### src/rtl/rom_download_loader.sv
// Turns the 16-bit ioctl download stream into byte writes for four ROM regions.
// It also captures the DIP byte and holds the core in reset while a ROM image is loading.
module rom_download_loader #(
    parameter logic [23:0] CPU_END  = 24'h0E000,
    parameter logic [23:0] FG_END   = 24'h12000,
    parameter logic [23:0] BG_END   = 24'h16000,
    parameter logic [23:0] PROM_END = 24'h16220
) (
    input  logic        clk_sys,
    input  logic        reset,
    input  logic        ioctl_download,
    input  logic [7:0]  ioctl_index,
    input  logic        ioctl_wr,
    input  logic [26:0] ioctl_addr,
    input  logic [15:0] ioctl_dout,
    output logic        ioctl_wait,
    output logic [15:0] rom_addr,
    output logic [7:0]  rom_data,
    output logic [3:0]  rom_we,
    output logic [7:0]  dsw,
    output logic        core_reset,
    output logic        dl_done,
    output logic        overflow
);
    typedef enum logic [1:0] {IDLE, LO, HI} state_t;

    // Exclusive upper bound of each region; element 0 is the CPU region.
    localparam logic [3:0][26:0] UPPER = {{3'b0, PROM_END}, {3'b0, BG_END},
                                          {3'b0, FG_END}, {3'b0, CPU_END}};

    state_t      state_reg;
    logic [26:0] addr_reg;
    logic [7:0]  hi_data_reg;
    logic        dl_active_reg;
    logic        core_reset_reg;

    logic        rom_dl;
    logic        dip_wr;
    logic [26:0] byte_addr;
    logic [3:0]  below;
    logic [3:0]  hit;
    logic [15:0] off_vec [4];
    logic [15:0] byte_off;
    logic        byte_ovf;

    assign rom_dl     = ioctl_download && (ioctl_index == 8'd0);
    assign dip_wr     = ioctl_wr && (ioctl_index == 8'd254) && (ioctl_addr == 27'd0);
    assign core_reset = reset || core_reset_reg;

    // Only one byte is decoded per cycle: the incoming low byte, or the latched high byte.
    assign byte_addr = (state_reg == LO) ? (addr_reg + 27'd1) : ioctl_addr;

    genvar gi;
    generate
        for (gi = 0; gi < 4; gi++) begin : g_region
            assign below[gi] = byte_addr < UPPER[gi];
            if (gi == 0) begin : g_first
                assign hit[gi]     = below[gi];
                assign off_vec[gi] = byte_addr[15:0];
            end else begin : g_rest
                logic [26:0] rel;
                assign rel         = byte_addr - UPPER[gi-1];
                assign hit[gi]     = below[gi] && !below[gi-1];
                assign off_vec[gi] = rel[15:0];
            end
        end
    endgenerate

    assign byte_ovf = !below[3];

    always_comb begin
        byte_off = 16'd0;
        for (int i = 0; i < 4; i++) begin
            if (hit[i]) begin
                byte_off = off_vec[i];
            end
        end
    end

    always_ff @(posedge clk_sys) begin
        if (reset) begin
            state_reg      <= IDLE;
            addr_reg       <= '0;
            hi_data_reg    <= '0;
            ioctl_wait     <= 1'b0;
            rom_we         <= '0;
            rom_addr       <= '0;
            rom_data       <= '0;
            dsw            <= 8'h00;
            dl_done        <= 1'b0;
            overflow       <= 1'b0;
            dl_active_reg  <= 1'b0;
            core_reset_reg <= 1'b0;
        end else begin
            rom_we         <= '0;
            dl_done        <= 1'b0;
            core_reset_reg <= rom_dl || dl_active_reg;

            if (dip_wr) begin
                dsw <= ioctl_dout[7:0];
            end
            if (rom_dl && !dl_active_reg) begin
                overflow <= 1'b0;
            end
            // The active flag outlives the download until the pending high byte is out.
            if (rom_dl) begin
                dl_active_reg <= 1'b1;
            end else if (dl_active_reg && state_reg == IDLE) begin
                dl_active_reg <= 1'b0;
                dl_done       <= 1'b1;
            end

            case (state_reg)
                IDLE: begin
                    if (ioctl_wr && rom_dl) begin
                        addr_reg    <= ioctl_addr;
                        hi_data_reg <= ioctl_dout[15:8];
                        rom_we      <= hit;
                        rom_addr    <= byte_off;
                        rom_data    <= ioctl_dout[7:0];
                        ioctl_wait  <= 1'b1;
                        if (byte_ovf) begin
                            overflow <= 1'b1;
                        end
                        state_reg   <= LO;
                    end
                end
                LO: begin
                    rom_we    <= hit;
                    rom_addr  <= byte_off;
                    rom_data  <= hi_data_reg;
                    if (byte_ovf) begin
                        overflow <= 1'b1;
                    end
                    state_reg <= HI;
                end
                HI: begin
                    ioctl_wait <= 1'b0;
                    state_reg  <= IDLE;
                end
                default: state_reg <= IDLE;
            endcase
        end
    end
endmodule

### config.mk
export PLATFORM = sky130hd
export DESIGN_NAME = rom_download_loader
export DESIGN_NICKNAME = d
export VERILOG_FILES = /design/src/rtl/rom_download_loader.sv
export SDC_FILE = /design/constraint.sdc
export NUM_CORES = 1
export LEC_CHECK = 0
export CAP_MARGIN = 20
export CORE_MARGIN = 2
export CORE_UTILIZATION = 53
export CTS_CLUSTER_DIAMETER = 120
export DETAILED_ROUTE_END_ITERATION = 12
export GPL_TIMING_DRIVEN = 0
export PLACE_DENSITY = 0.85
export SYNTH_ARGS = -nofsm -noshare
export SYNTH_HDL_FRONTEND = slang
export SYNTH_SLANG_ARGS = --single-unit
### constraint.sdc
create_clock -name clk_sys -period 7.6 [get_ports clk_sys]
set_input_delay 2.28 -clock clk_sys [delete_from_list [all_inputs] [get_ports clk_sys]]
set_output_delay 2.28 -clock clk_sys [all_outputs]
set_load 0.1 [all_outputs]
==> flow_summary_export.csv, run 1 <==
group,metric,value,unit
power,powerDensity,158.0,nW/µm²
routing,totalWireLength,11.07,mm
clock_network,cts_tree,"done",
routing,drt_iter0_drc,236,
global_route,grt_pass1_wl,17.74,mm
global_route,grt_overflow,0,
logic_synthesis,ys_seq_elements,78,
routing,via_count,4045,
logic_synthesis,ys.warnings.count,0,
clock_network,numCtsBuffers,9,
power,p_leak,1.691,nW
critical_path,cp_max_fo,10,
routing,firstDrtPassIters,5,
global_route,grt_pass1_vias,3732,
place,gp_congestion,0.9268,
critical_path,r2r_start,"addr_reg[0]",
logic_synthesis,synth_top_area_share,0.4057,
die,core,7137,µm²
routing,drtAntennaViolNets,0,
critical_path,r2r-end,"rom_addr[3]",
timing,rsz0062_at_grt,"false",
critical_path,ff2ff_path_depth,13,
finish,antennaDiodeCount,0,
logic_synthesis,yosysTopAreaCell,"dfxtp_1",
finish,fin_nets,662,
die,die-area,7959,µm²
finish,num-fill-cells,600,
timing,fmax,0.1544,GHz
finish,largest_reg_flops,27,
flow_run,maxCapViolCount,0,
critical_path,endpoint,"core_reset",
timing,fin_crit_sh,0.8523,
power,vdd_drop_max,0.0001158,V
power,power.total,0.8101,mW
timing,fin_crit,6.477,ns
logic_synthesis,synth_nets,557,
logic_synthesis,synth.avg_cell_area,7.713,µm²
place,dp_hpwl,8.154,mm
critical_path,reg2reg_slack,4.12,ns
logic_synthesis,synth_cell_types,50,
timing,hold_viol,0,
routing,via_per_inst,5.713,
clock_network,ctsLongestPathBuffers,2,
clock_network,insertion_delay,0.36,ns
logic_synthesis,synth-edff-count,0,
critical_path,startpoint_type,"input port",
worst_hold_path,hold_path.class,"flop to flop",
global_route,grt_start_max_net_pins,15,
routing,wl_per_cell,15.64,µm
die,die_width,89.22,µm
critical_path,setup.worst_path.class,"input port to output port",
clock_network,cts_resized,0,
global_route,grt_antenna_before_repair,0,
clock_network,cts-root-buf,"clkbuf_8",
clock_network,cts_sinks,78,
routing,remaining_drc_errors,0,
logic_synthesis,yosysSeqAreaShare,0.4057,
finish,area_growth,33.23,%
status,status,"finished, final reports clean",
critical_path,crit_path_end_kind,"output port",
critical_path,cp.arrival,4.20,ns
worst_hold_path,min_from,"rom_addr[5]",
clock_network,cts.hold.buffers_added,0,
clock_network,cts_setup_buffers,0,
global_route,grt_usage,0.2886,
die,core.rowCount,31,
timing,relSlewSlack,0.3202,
critical_path,crit_path_start,"reset",
timing,final-setup-viol-count,0,
logic_synthesis,synthArstFlopShare,0,
die,start_util,0.5393,
timing,skew,0.01687,ns
clock_network,clkTransAtPathRegs,0.09,ns
timing,tns,0,ns
die,die_height,89.22,µm
finish,drive_above_1_share,0.07553,
critical_path,required,5.32,ns
clock_network,htree_levels,3,
logic_synthesis,ys_top_cells_by_area,"dfxtp_1, nand2_1, a21oi_1",
logic_synthesis,syn-instance-count,499,
place,port_buffers,93,
timing,tightest_slew,1.016,ns
logic_synthesis,ys.flop_type,"dfxtp_1",
die,ios,95,
timing,slew_viol_final,0,
logic_synthesis,syn-cell-area,3849,µm²
[stage by stage]
stage / cells / hold slack, ns / area [µm²] / utilization / setup slack, ns
after floorplan: 499 / 0.4338 / 3849 / - / 2.113
after global placement: 691 / 0.4359 / 4903 / 0.6871 / 1.129
after detailed placement: 692 / 0.4435 / 4911 / 0.6881 / 1.106
after CTS: 708 / 0.4626 / 5127 / 0.7184 / 1.121
after global routing: 708 / 0.4802 / 5127 / 0.7184 / 1.047
final: 708 / 0.4599 / 5127 / 0.7184 / 1.123
[worst min-delay path by stage]
stage,cells past startpoint,endpoint,slack [ns]
global route,2,rom_addr[5],0.48
floorplan,2,dl_done,0.43
finish,2,rom_addr[5],0.46
global placement,2,rom_addr[7],0.44
detailed placement,2,rom_addr[5],0.44
CTS,2,hi_data_reg[0],0.46
[critical path, cell delays in order]
cell	delay [ns]
clkbuf_1	0.18
clkbuf_1	0.41
or2_2	0.20
clkdlybuf4s50_1	1.13
[where the power goes]
part / switching, mW / internal [mW]
Combinational: 0.0319 / 0.0335
Sequential: 0.000200 / 0.408
Clock: 0.163 / 0.173
[cell usage in the layout (no fill, tap or decap), drive strengths merged, types with 9 or more instances in the layout]
cell / count
a21oi: 50
a311oi: 9
clkbuf: 36
clkdlybuf4s50: 93
dfxtp: 78
inv: 11
mux2i: 12
nand2: 117
nand3: 18
nor2: 41
nor3: 9
nor4: 13
o21ai: 25
[cells in the mapped netlist (2+ instances only)]
library cell  count
nor2b_1           3
a31oi_1           5
nand4_1           8
buf_2             4
and4b_1           2
or4_1             4
nor2_1           41
dfxtp_1          78
a211o_1           2
nand2_1         117
xnor2_1           7
a31o_2            2
o31ai_1           2
xor2_1            8
nand3_1          18
nor4_1           11
or3_1             7
or4_4             2
buf_4             2
nor3_1            9
and3_1            5
a311oi_1          9
o21ai_0          15
and4_1            3
inv_1            10
o41ai_1           2
o21ai_2          10
a21oi_1          50
ha_1              3
mux2i_1          12
o211ai_1          3
or2_2             2
clkbuf_1         25
nor4_2            2
[routing by layer]
| metal | up-vias | global-route usage | part of all wire |
|---|---|---|---|
| li1 | 1963 | - | - |
| met1 | 1878 | 0.3633 | 0.40 |
| met2 | 182 | 0.4889 | 0.50 |
| met3 | 22 | 0.05448 | 0.078 |
| met4 | 0 | 0.1126 | 0.017 |
| met5 | - | 0 | 0 |
[layout make-up]
| class | instances | area (µm²) | share of cell area |
|---|---|---|---|
| well taps | 99 | 123.9 | 0.02416 |
| inverters | 10 | 37.54 | 0.007321 |
| clock buffers | 11 | 151.4 | 0.02953 |
| multi-input cells | 379 | 2110 | 0.4114 |
| repair buffers | 94 | 938.4 | 0.1830 |
| flip-flops and latches | 78 | 1562 | 0.3045 |
| clock inverters | 5 | 65.06 | 0.01269 |
| plain buffers | 32 | 140.1 | 0.02733 |
[kinds of logic after synthesis]
| kind of cell | count (synthesis) | share of synthesized area |
|---|---|---|
| muxes | 13 | 0.03414 |
| DFF | 78 | 0.4057 |
| and+or+nand+nor | 239 | 0.2897 |
| adders and majority gates | 3 | 0.009754 |
| AOI/OAI and AO/OA | 109 | 0.1804 |
| buffers and inverters | 42 | 0.04616 |
| xor gates and xnor gates | 15 | 0.03414 |
(Power assumes the default switching activity.)
==> run 2: changes to the inputs <==
SLEW_MARGIN = 15   (was unset)
==> run 2 against run 1 <==
  * Core utilization is 0.18 points lower
  * Power is 0.75% lower
  * Via count fell by 0.15%
  * Maximum frequency fell by 0.28%
  * Combinational power barely moved
  * Cell area is 0.24% lower
==> flow_summary_export.csv, run 2 (same netlist as run 1, synthesis figures left out) <==
group,metric,value,unit
die,die_height,89.22,µm
place,dp_hpwl,8.144,mm
clock_network,ctsLongestPathBuffers,2,
global_route,grt_start_max_net_pins,16,
timing,fmax,0.1540,GHz
worst_hold_path,hold_path.class,"flop to flop",
power,power.total,0.8040,mW
timing,fin_crit_sh,0.8546,
power,vdd_drop_max,0.00009199,V
timing,timing.hold.ws,0.4595,ns
die,ios,95,
routing,remaining_drc_errors,0,
global_route,grt_pass1_wl,17.41,mm
place,port_buffers,93,
routing,wl_per_cell,15.60,µm
clock_network,numCtsBuffers,9,
power,p_int,0.5989,mW
power,p_leak,1.683,nW
routing,totalWireLength,11.05,mm
global_route,use_met3,0.04986,
flow_run,maxCapViolCount,0,
finish,final_common_cell,"nand2_1",
clock_network,cts_sinks,78,
critical_path,reg2reg_slack,4.17,ns
clock_network,cts-root-buf,"clkbuf_8",
timing,skew,0.01014,ns
routing,firstDrtPassIters,4,
finish,largest_reg_flops,27,
routing,via_per_inst,5.705,
clock_network,cts_setup_buffers,0,
timing,final-setup-viol-count,0,
critical_path,crit_path_end_kind,"output port",
routing,via_count,4039,
timing,relSlewSlack,0.3281,
routing,drtAntennaViolNets,0,
place,gp_congestion,0.9268,
critical_path,ff2ff_path_depth,13,
status,status,"finished, final reports clean",
global_route,grt_antenna_before_repair,0,
finish,area_growth,32.90,%
clock_network,cts_tree,"done",
critical_path,crit_path_start,"reset",
global_route,grt_pass1_vias,3729,
critical_path,startpoint_type,"input port",
finish,fin_nets,662,
global_route,met2_usage,0.4667,
global_route,grt_overflow,0,
global_route,grt_usage,0.2837,
die,die_width,89.22,µm
critical_path,setup.worst_path.class,"input port to output port",
critical_path,cp.arrival,4.22,ns
critical_path,required,5.32,ns
finish,final_cell_mix,"nand2_1, clkdlybuf4s50_1, dfxtp_1",
power,clkPwrFrac,0.410,
place,dp_slack,1.117,ns
clock_network,insertion_delay,0.36,ns
critical_path,endpoint,"core_reset",
global_route,met1_usage,0.3586,
power,combPwrFrac,0.081,
timing,tightest_slew,1.005,ns
routing,drt_iter0_drc,274,
die,die-area,7959,µm²
clock_network,cts.hold.buffers_added,0,
power,powerDensity,157.2,nW/µm²
global_route,grt.busiest_layer,"met2",
power,p_sw,0.2051,mW
clock_network,htree_levels,3,
clock_network,clkTransAtPathRegs,0.09,ns
die,core.rowCount,31,
die,core,7137,µm²
power,swShare,0.2551,
clock_network,cts_resized,0,
timing,hold_viol,0,
finish,antennaDiodeCount,0,
critical_path,r2r-end,"rom_addr[4]",
critical_path,r2r_start,"addr_reg[0]",
power,pwr-share-seq,0.508,
finish,drive_above_1_share,0.07553,
timing,rsz0062_at_grt,"false",
timing,tns,0,ns
die,start_util,0.5393,
timing,setup_ws,1.105,ns
timing,fin_crit,6.495,ns
critical_path,cp_max_fo,10,
timing,slew_viol_final,0,
[run 2: through the flow]
step / util / instance area, µm² / instances
finish: 0.7167 / 5115 / 708
global route: 0.7167 / 5115 / 708
CTS: 0.7167 / 5115 / 708
detailed placement: 0.6881 / 4911 / 692
global placement: 0.6871 / 4903 / 691
floorplan: - / 3849 / 499
[run 2: layer usage]
| layer | up-vias | part of all wire |
|---|---|---|
| met5 | - | 0 |
| met4 | 0 | 0.029 |
| met3 | 27 | 0.070 |
| met2 | 184 | 0.49 |
| met1 | 1858 | 0.41 |
| li1 | 1970 | - |
[run 2: layout make-up]
type	count	area (µm²)
Buffer	32	140.1
Multi-Input combinational cell	379	2110
Timing Repair Buffer	94	938.4
Fill cell	608	2022
Tap cell	99	123.9
Clock inverter	7	80.08
Clock buffer	9	123.9
Inverter	10	37.54
Sequential cell	78	1562
[run 2: how the worst min path moves through the flow]
| stage | start | to | slack, ns | depth (start not counted) |
|---|---|---|---|---|
| floorplan | dl_active_reg | dl_done | 0.43 | 2 |
| global placement | rom_addr[7] | rom_addr[7] | 0.44 | 2 |
| detailed placement | rom_addr[5] | rom_addr[5] | 0.44 | 2 |
| CTS | rom_addr[5] | rom_addr[5] | 0.46 | 2 |
| global route | rom_addr[5] | rom_addr[5] | 0.48 | 2 |
| finish | rom_addr[5] | rom_addr[5] | 0.46 | 2 |
[run 2: worst max-delay path, cell delays in order]
cell and delay [ns]:
clkbuf_1 0.19, clkbuf_1 0.42, or2_2 0.20, clkdlybuf4s50_1 1.13
[run 2: power groups by stage]
stage | clock [mW] | sequential [mW] | combinational [mW]
5_1_grt | 0.351 | 0.409 | 0.0699
6_report | 0.330 | 0.409 | 0.0655
3_3_place_gp | 0 | 0.418 | 0.0634
2_1_floorplan | 0 | 0.419 | 0.0232
3_5_place_dp | 0 | 0.418 | 0.0642
4_1_cts | 0.332 | 0.409 | 0.0646
